==> src/rtl/cameralink_capture_ctl.sv <==
// Frame-capture sequencer for the SIMBUS CameraLink grabber side: requests a frame,
// syncs to a clean FVV start, and emits qualified pixels with x/y and geometry checks.
module cameralink_capture_ctl #(
  parameter int WIDTH   = 640,
  parameter int HEIGHT  = 480,
  parameter int XW      = 12,
  parameter int YW      = 12,
  parameter int TIMEOUT = 1000000
) (
  input  logic          CLOCK,
  input  logic          RESET_n,
  input  logic          start,
  input  logic          abort,
  input  logic          FVV,
  input  logic          LVV,
  input  logic          VCE,
  input  logic [7:0]    red,
  input  logic [7:0]    green,
  input  logic [7:0]    blue,
  output logic          cam_enable,
  output logic          cam_request,
  output logic          busy,
  output logic          done,
  output logic          err_size,
  output logic          err_timeout,
  output logic          pix_valid,
  output logic [23:0]   pix_data,
  output logic [XW-1:0] pix_x,
  output logic [YW-1:0] pix_y,
  output logic          pix_sof,
  output logic          pix_eof
);
  localparam int TW = $clog2(TIMEOUT + 1);
  localparam logic [XW-1:0] W_X  = XW'(WIDTH);
  localparam logic [YW-1:0] H_Y  = YW'(HEIGHT);
  localparam logic [TW-1:0] TO_T = TW'(TIMEOUT);

  typedef enum logic [2:0] {IDLE, REQ, SYNC, WAIT_FV, CAPTURE, FINISH} state_t;

  state_t        state, state_d;
  logic [TW-1:0] tcnt, tcnt_d, tcnt_inc;
  logic [XW-1:0] x, x_d, pix_x_d;
  logic [YW-1:0] y, y_d, y_inc, lines, pix_y_d;
  logic          fvv_q, lvv_q, pixel;
  logic          err_size_d, err_timeout_d, pix_valid_d, pix_sof_d, pix_eof_d;
  logic [23:0]   pix_data_d;

  always_comb begin
    state_d       = state;
    tcnt_d        = tcnt;
    x_d           = x;
    y_d           = y;
    err_size_d    = err_size;
    err_timeout_d = err_timeout;
    pix_valid_d   = 1'b0;
    pix_sof_d     = 1'b0;
    pix_eof_d     = 1'b0;
    pix_data_d    = pix_data;
    pix_x_d       = pix_x;
    pix_y_d       = pix_y;
    pixel         = FVV & LVV & VCE;
    tcnt_inc      = tcnt + 1'b1;
    y_inc         = (y == '1) ? y : y + 1'b1;
    lines         = y;

    if (abort && state != IDLE) begin
      state_d = IDLE;
    end else begin
      case (state)
        IDLE: if (start && !abort) begin
          state_d       = REQ;
          err_size_d    = 1'b0;
          err_timeout_d = 1'b0;
        end
        REQ: begin
          tcnt_d  = '0;
          state_d = FVV ? SYNC : WAIT_FV;
        end
        SYNC: begin
          tcnt_d = tcnt_inc;
          if (!FVV) state_d = WAIT_FV;
          if (tcnt_inc == TO_T) begin
            state_d       = FINISH;
            err_timeout_d = 1'b1;
          end
        end
        WAIT_FV: begin
          // A frame start in the same cycle the budget runs out still wins.
          if (!fvv_q && FVV) begin
            state_d = CAPTURE;
            x_d     = '0;
            y_d     = '0;
          end else begin
            tcnt_d = tcnt_inc;
            if (tcnt_inc == TO_T) begin
              state_d       = FINISH;
              err_timeout_d = 1'b1;
            end
          end
        end
        CAPTURE: begin
          if (pixel) begin
            if (x < W_X && y < H_Y) begin
              pix_valid_d = 1'b1;
              pix_data_d  = {blue, green, red};
              pix_x_d     = x;
              pix_y_d     = y;
              pix_sof_d   = (x == '0) && (y == '0);
              pix_eof_d   = (x == W_X - 1'b1) && (y == H_Y - 1'b1);
            end else begin
              err_size_d = 1'b1;
            end
            if (x != '1) x_d = x + 1'b1;
          end
          if (fvv_q && !FVV) begin
            if (lvv_q) begin
              if (x != W_X) err_size_d = 1'b1;
              lines = y_inc;
            end
            if (lines != H_Y) err_size_d = 1'b1;
            state_d = FINISH;
          end else if (FVV && lvv_q && !LVV) begin
            if (x != W_X) err_size_d = 1'b1;
            x_d = '0;
            y_d = y_inc;
          end
        end
        FINISH:  state_d = IDLE;
        default: state_d = IDLE;
      endcase
    end
  end

  always_ff @(posedge CLOCK or negedge RESET_n) begin
    if (!RESET_n) begin
      state       <= IDLE;
      tcnt        <= '0;
      x           <= '0;
      y           <= '0;
      fvv_q       <= 1'b0;
      lvv_q       <= 1'b0;
      cam_enable  <= 1'b0;
      cam_request <= 1'b0;
      busy        <= 1'b0;
      done        <= 1'b0;
      err_size    <= 1'b0;
      err_timeout <= 1'b0;
      pix_valid   <= 1'b0;
      pix_data    <= '0;
      pix_x       <= '0;
      pix_y       <= '0;
      pix_sof     <= 1'b0;
      pix_eof     <= 1'b0;
    end else begin
      state       <= state_d;
      tcnt        <= tcnt_d;
      x           <= x_d;
      y           <= y_d;
      fvv_q       <= FVV;
      lvv_q       <= LVV;
      cam_enable  <= state_d inside {REQ, SYNC, WAIT_FV, CAPTURE};
      cam_request <= (state_d == REQ);
      busy        <= (state_d != IDLE);
      done        <= (state_d == FINISH);
      err_size    <= err_size_d;
      err_timeout <= err_timeout_d;
      pix_valid   <= pix_valid_d;
      pix_data    <= pix_data_d;
      pix_x       <= pix_x_d;
      pix_y       <= pix_y_d;
      pix_sof     <= pix_sof_d;
      pix_eof     <= pix_eof_d;
    end
  end
endmodule

==> config.mk <==
export PLATFORM = sky130hd
export DESIGN_NAME = cameralink_capture_ctl
export DESIGN_NICKNAME = d
export VERILOG_FILES = /design/src/rtl/cameralink_capture_ctl.sv
export SDC_FILE = /design/constraint.sdc
export NUM_CORES = 1
export LEC_CHECK = 0
export ABC_AREA = 1
export CORE_ASPECT_RATIO = 0.6
export CORE_MARGIN = 1
export CORE_UTILIZATION = 50
export CTS_BUF_LIST = sky130_fd_sc_hd__clkbuf_4 sky130_fd_sc_hd__clkbuf_8 sky130_fd_sc_hd__clkbuf_16
export CTS_CLUSTER_DIAMETER = 150
export CTS_CLUSTER_SIZE = 25
export DETAILED_ROUTE_END_ITERATION = 8
export GPL_TIMING_DRIVEN = 0
export PLACE_DENSITY = 0.74
export SLEW_MARGIN = 20
export SYNTH_ARGS = -nofsm -noshare
export SYNTH_HDL_FRONTEND = slang
export SYNTH_SLANG_ARGS = --single-unit
==> constraint.sdc <==
create_clock -name CLOCK -period 2.3 [get_ports CLOCK]
set_input_delay 0.46 -clock CLOCK [delete_from_list [all_inputs] [get_ports CLOCK]]
set_output_delay 0.46 -clock CLOCK [all_outputs]
set_load 0.02 [all_outputs]
==> results.md <==
- Result of the run: finished, final reports clean
- Root Driver: clkbuf_16
- Primary flip-flop cell chosen by synthesis mapping: dfrtp_1
- Final period utilization: 97.0%
- Synthesized-area fraction occupied by xor and xnor cells: 1.47%
- Max Freq: 0.448 GHz
- WL final: 14000 µm
- CTS H-tree lvls: 3
- Post-Synth Simple-Gate Area: 31.1%
- Type of destination of the critical path: register
- Starting Density: 52.9%
- Transition time of the tightest slew-check pin: 0.577 ns
- Worst setup slack before clock tree synthesis: -0.350 ns
- Final number of hold-violating endpoints: 0
- Hold_buf cts: 0
- Antenna violations before repair: 0
- Detailed Route Iter0 Violations: 377
- Number of clock sinks: 106
- Final Core Density: 67.9%
- CTS tree: built
- Post-synthesis instance area: 5360 µm²
- Net count after synthesis: 723
- Num ports: 88
- Multiplexer share of the synthesized area: 0%
- Fraction of layout cells with a size suffix above 1: 11.0%
- Share of async-settable or async-resettable flops after synthesis: 100%
- Fill cell count: 848
- Launching point of the worst reg2reg path: tcnt[0]
- Clock latency at the later pin of the worst-skew pair: 0.35 ns
- CP max FO: 5
- Synthesized netlist cell count: 687
- Arrival @ worst endpoint: 2.48 ns
- Number of warnings printed during yosys synthesis: 0
- Synth area leaders: dfrtp_1, nand2_1, inv_1
- Leakage power of the design: 3.22 nW
- Clock period minus worst slack: 2.23 ns
- Synth top area share: 49.5%
- Final setup vio count: 0
- Overall die height: 82.2 µm
- Input/output buffers: 87
- Area of combinational cells with multiple inputs: 2400 µm²
- Detailed-route wire length per cell: 15.0 µm
- Vias per std cell: 5.42
- Std-Cell Core Area: 10100 µm²
- Worst setup path startpoint: tcnt[0]
- Vias in the first global route: 4501
- Inst Count DP: 910
- Width of the die: 136 µm
- Average cell area after synthesis: 7.80 µm²
- Grt total ovfl: 0
- Type of the tightest min-delay check: in2async
- Worst VDD drop: 0.000503 V
- Main combinational cell family by area after synthesis: simple AND/OR/NAND/NOR gates
- Cell taking the most area after synthesis: dfrtp_1
- Setup slack after layout: 0.0698 ns
- Global-route usage over all layers: 25.7%
- Global-route wire length before repair: 22000 µm
- Adder-cell share of the synthesized area: 1.17%
- Setup crit start kind: register
- Synthesis-to-layout area growth: 28.3%
- Clock Path Buffers: 2
- Count of non-filler cells in the finished layout: 937
- Vias: 5078
- Full die area: 11200 µm²
- Pre-antenna DRT Iters: 5
- Clock skew after layout: 0.00815 ns
- Cell row count: 28
- Most frequently used cell type in the post-synthesis netlist: nand2_1
- Seq cells post-synth: 106
- Sequential-to-total area share from yosys stat: 49.5%
- Worst slew margin: 61.6%
- Number of design rule violations left after detail routing: 0
- Number of enable flip-flop cells after synthesis: 0
- Number of different library cells in the post-synthesis netlist: 39
- Commonest cells in the synthesized netlist: nand2_1, dfrtp_1, inv_1, nor2_1, o21ai_0
- Post-layout nets: 833
- Share of the synthesized area in compound gates (AO/OA/AOI/OAI): 9.71%
- Final number of max-transition violations: 0
- Maximum number of pins on one net before global-route repair: 63
- Power density normalized to cell area: 793 nW/µm²
- Number of nets with antenna violations after detailed routing: 0
- Startpoint-to-endpoint class of the critical path: reg2reg
- Post-DP HPWL: 10300 µm
- Clock transition at the registers of the reported paths: 0.07 ns
- RD Place Congestion: 0.932
- Number of max-cap violations: 0
- Antenna diode instance count: 0
- Register cell area after layout: 2660 µm²
- CTS Buf Count: 9
- Worst path required time: 2.55 ns
## placed cells by master, fill, tap and decap left out, drive strengths merged, types with 2 or more instances in the layout
| cell | netlist | routed |
|---|---|---|
| a211oi | 2 | 2 |
| clkdlybuf4s50 | 0 | 86 |
| or2 | 2 | 2 |
| nor2 | 77 | 77 |
| a22oi | 2 | 2 |
| clkbuf | 5 | 17 |
| nand3 | 41 | 41 |
| buf | 10 | 21 |
| dfrtp | 106 | 106 |
| inv | 82 | 84 |
| nor3 | 17 | 17 |
| clkinv | 1 | 4 |
| nand2 | 221 | 221 |
| o21ai | 49 | 49 |
| nor4 | 2 | 2 |
| nand4 | 16 | 16 |
| a21oi | 10 | 10 |
| o22ai | 23 | 23 |
| xor2 | 9 | 9 |
| ha | 5 | 5 |
## area by class of cell
| class | instances | share of cell area (%) |
|---|---|---|
| well taps | 135 | 2.46 |
| plain buffers | 15 | 1.09 |
| clock inverters | 6 | 0.710 |
| clock buffers | 10 | 3.48 |
| flip-flops and latches | 106 | 38.6 |
| repair buffers | 99 | 14.2 |
| inverters | 83 | 4.59 |
| multi-input cells | 483 | 34.9 |
## cell families (layout without fill, tap and decap cells)
family,count (synthesis),in the layout
AO/OA/AOI/OAI,92,92
flip-flops,106,106
XOR/XNOR,9,9
AND/OR/NAND/NOR,377,377
buffers and inverters,98,213
adder cells (fa/ha/maj),5,5
## power breakdown
group          switching [mW]  total [mW]  leakage, nW  internal [mW]
Combinational            1.09        1.69         1.62          0.601
Clock                   0.715        1.49        0.143          0.776
Sequential              0.190        2.27         1.46           2.08
## timing repair
item / 4_1_cts / 5_1_grt
pin swaps: 0 / 7
setup endpoints to repair: 1 / 85
buffers inserted: 1 / 10
gates resized for setup: 3 / 26
## critical path: stages, from the launching register on
cell and delay (ns):
dfrtp_1 0.42, ha_4 0.17, nand2_2 0.09, nor2_4 0.21, nand3_1 0.10, nand2_1 0.06
nand2_1 0.09, nor2_1 0.12, nand2_1 0.10, nor2_1 0.21, nand4_1 0.16, nand2_1 0.11
nand2_2 0.09, nor2_2 0.15, nor2_2 0.05
## sequential cells by signal, summed over array words and instances, names as in the netlist, 3 cells and up
name	count
state	3
pix_data	24
pix_x	12
tcnt	20
y	12
x	12
pix_y	12
## worst paths after layout
| path | cells after the start | slack (ns) | end |
|---|---|---|---|
| min | 1 | 0.08 | x[2] |
| max reg2reg | 14 | 0.07 | cam_enable |
| min reg2reg | 2 | 0.47 | pix_y[9] |
| max in group asynchronous | 2 | 1.58 | pix_data[15] |
| max | 14 | 0.07 | cam_enable |
| min in group CLOCK | 2 | 0.47 | pix_y[9] |
## metal layers
metal  vias to the layer above  routed length [µm]  global-route usage (%)
met2                       223                5810                    37.3
met3                        17                1280                    5.07
met1                      2400                6820                    39.1
li1                       2438                   -                       -
met5                         -                   0                       0
met4                         0                 129                    6.18
## metrics by stage
stage / power [mW] / cell area, µm² / hold WS, ns / setup TNS [ns]
2_1_floorplan: 3.30 / 5360 / 0.164 / 0
3_3_place_gp: 3.78 / 6400 / 0.447 / -351.02
3_5_place_dp: 3.83 / 6420 / 0.459 / -17.28
4_1_cts: 5.35 / 6730 / 0.101 / 0
5_1_grt: 5.73 / 6880 / 0.128 / -0.180
6_report: 5.45 / 6880 / 0.0751 / 0
Note: power is estimated with default switching activity, not from simulation.
==> patch, RTL diff (config.mk and constraints unchanged) <==
Put one more register stage on the output `err_timeout`. The value now appears one clock later. The other outputs are not delayed to match.
--- a/src/rtl/cameralink_capture_ctl.sv
+++ b/src/rtl/cameralink_capture_ctl.sv
@@ -39,2 +39,4 @@
 
+  logic err_timeout_s0;
+
   state_t        state, state_d;
@@ -53,3 +55,3 @@
     err_size_d    = err_size;
-    err_timeout_d = err_timeout;
+    err_timeout_d = err_timeout_s0;
     pix_valid_d   = 1'b0;
@@ -146,3 +148,3 @@
       err_size    <= 1'b0;
-      err_timeout <= 1'b0;
+      err_timeout_s0 <= 1'b0;
       pix_valid   <= 1'b0;
@@ -165,3 +167,3 @@
       err_size    <= err_size_d;
-      err_timeout <= err_timeout_d;
+      err_timeout_s0 <= err_timeout_d;
       pix_valid   <= pix_valid_d;
@@ -174,2 +176,6 @@
   end
+  always_ff @(posedge CLOCK) begin
+    err_timeout <= err_timeout_s0;
+  end
+
 endmodule
Check against the original RTL: no difference found for any inputs over 4 cycles, from zero or initial values and one cycle with RESET_n low; that may be too few to reach the edited logic, so the function may still have changed.
==> patch against the original RTL <==
- wire length fell by 3.6%
- synthesized cell count rose by 0.15%
- power rose by 1.1%
- synthesized area rose by 0.37%
- setup slack improved by 0.052 ns
- final area rose by 0.64%
- critical path depth did not move
- sequential cell count rose by 1
- highest routed layer unchanged
- utilization rose by 0.20 points
- via count fell by 1.3%
==> patch: results (changes against the original RTL) <==
** Detailed routing
- Detailed Routing Iterations Pass 1 :: 5 (unchanged)
- The wire length on met3 is 1.40 mm (was 1.28 mm).
- Detail Route met2 WL :: 5.44 mm (was 5.81 mm)
- The routed wire length came to 13.5 mm (was 14.0 mm).
- Drt initial violations :: 418 (was 377)
- The wire length on met1 was 6.59 mm (was 6.82 mm).
- The routed via count came to 5,011 (was 5,078).

** Placement
- Placed wire-length estimate after detailed placement :: 10.1 mm (was 10.3 mm)
- Worst slack at placement :: -0.371 ns (was -0.350 ns)
- Routability Congestion :: 0.951 (was 0.932)
- Post-Place Cells :: 911 (was 910)

** Synth
- Synthesized net count :: 724 (was 723)
- The adder-cell share of the synthesized area was 1.16% (was 1.17%).
- Synthesized netlist cell count :: 688 (was 687)
- The complex-gate fraction of the synthesized area is 9.67% (was 9.71%).
- Area contributors post-synth :: sky130_fd_sc_hd__dfrtp_1, sky130_fd_sc_hd__nand2_1, sky130_fd_sc_hd__inv_1 (unchanged)
- The register area share after synthesis is 49.7% (was 49.5%).
- The post-synthesis cell type count is 40 (was 39).
- FFs w/ async S/R, synth :: 99.1% (was 100%)

** Layout
- The final-stage net count was 831 (was 833).
- Non-filler cells in the finished layout :: 935 (was 937)
- The fraction of layout cells with a size suffix above 1 is 11.3% (was 11.0%).

** Power
- The maximum ir drop on the vdd rail is 520 uV (was 503 uV).
- The leakage power figure was 3.22 nW (about the same).
- The switching power was 0.00193 W (was 0.00199 W).

** STA
- The setup skew after layout was 0.00948 ns (was 0.00815 ns).
- Slew of the pin with the lowest slew margin :: 0.390 ns (was 0.577 ns)

** Global routing
- Met2 routing resource usage after global routing :: 37.1% (was 37.3%)
- Vias in the first global route :: 4,644 (was 4,501)
- Maximum number of pins on one net before global-route repair :: 70 (was 63)
- Global Route Usage Sum :: 26.1% (was 25.7%)
- The global-route met3 utilization is 6.84% (was 5.07%).
- Wire length of the first global-routing pass :: 22.4 mm (was 22.0 mm)
- The fraction of met1 tracks used by global routing is 39.5% (was 39.1%).

** Min path
- The class of the most critical hold timing path is in2async (unchanged).

** Run status
- Run status :: completed (unchanged)

** Worst setup path
- The arrival time of the worst setup path was 2.42 ns (was 2.48 ns).
==> patch: cell count changes after synthesis, sizes merged <==
cell,unedited run,this run
dfxtp,0,1
==> patch: final cells by class <==
cell class              count  area (sq um)
plain buffers              15          77.6
clock buffers              12           248
clock inverters             4          52.6
fillers                   835          3240
inverters                  83           318
multi-input cells         483          2420
flip-flops and latches    107          2680
well taps                 135           169
repair buffers             96           960
==> patch: critical path, delay by kind of cell (launching register included) <==
kind / cells / cell delay, ns
fa+ha+maj: 1 / 0.17
flops: 1 / 0.42
simple gates: 13 / 1.48
==> patch: worst max-delay path by stage <==
stage | start | endpoint | slack [ns] | cells past startpoint
floorplan | y[0] | err_size | 0.40 | 14
global placement | RESET_n | x[1] | -3.18 | 1
detailed placement | FVV | y[0] | -0.37 | 10
CTS | x[9] | pix_data[23] | 0.009 | 10
global route | tcnt[0] | cam_enable | -0.08 | 14
finish | tcnt[0] | cam_enable | 0.12 | 14
==> patch: through the flow <==
step / utilization (%) / area, sq um / hold slack (ns)
after floorplan: - / 5380 / 0.164
after global placement: 63.2 / 6420 / 0.359
after detailed placement: 63.5 / 6450 / 0.360
after CTS: 66.6 / 6770 / 0.0191
after global routing: 68.1 / 6920 / 0.0338
final: 68.1 / 6920 / 0.0133
==> patch: timing repair <==
item,CTS,global route
setup buffers,1,7
endpoints found under the setup margin,5,87
pin swaps,1,6
gates resized for setup,4,34
cloned,0,0
==> patch: power groups by stage <==
stage / registers [W] / clock network [W] / logic (W)
2_1_floorplan: 0.00232 / 0 / 0.000997
3_3_place_gp: 0.00230 / 0 / 0.00148
3_5_place_dp: 0.00231 / 0 / 0.00153
4_1_cts: 0.00227 / 0.00157 / 0.00157
5_1_grt: 0.00232 / 0.00166 / 0.00187
6_report: 0.00229 / 0.00154 / 0.00168
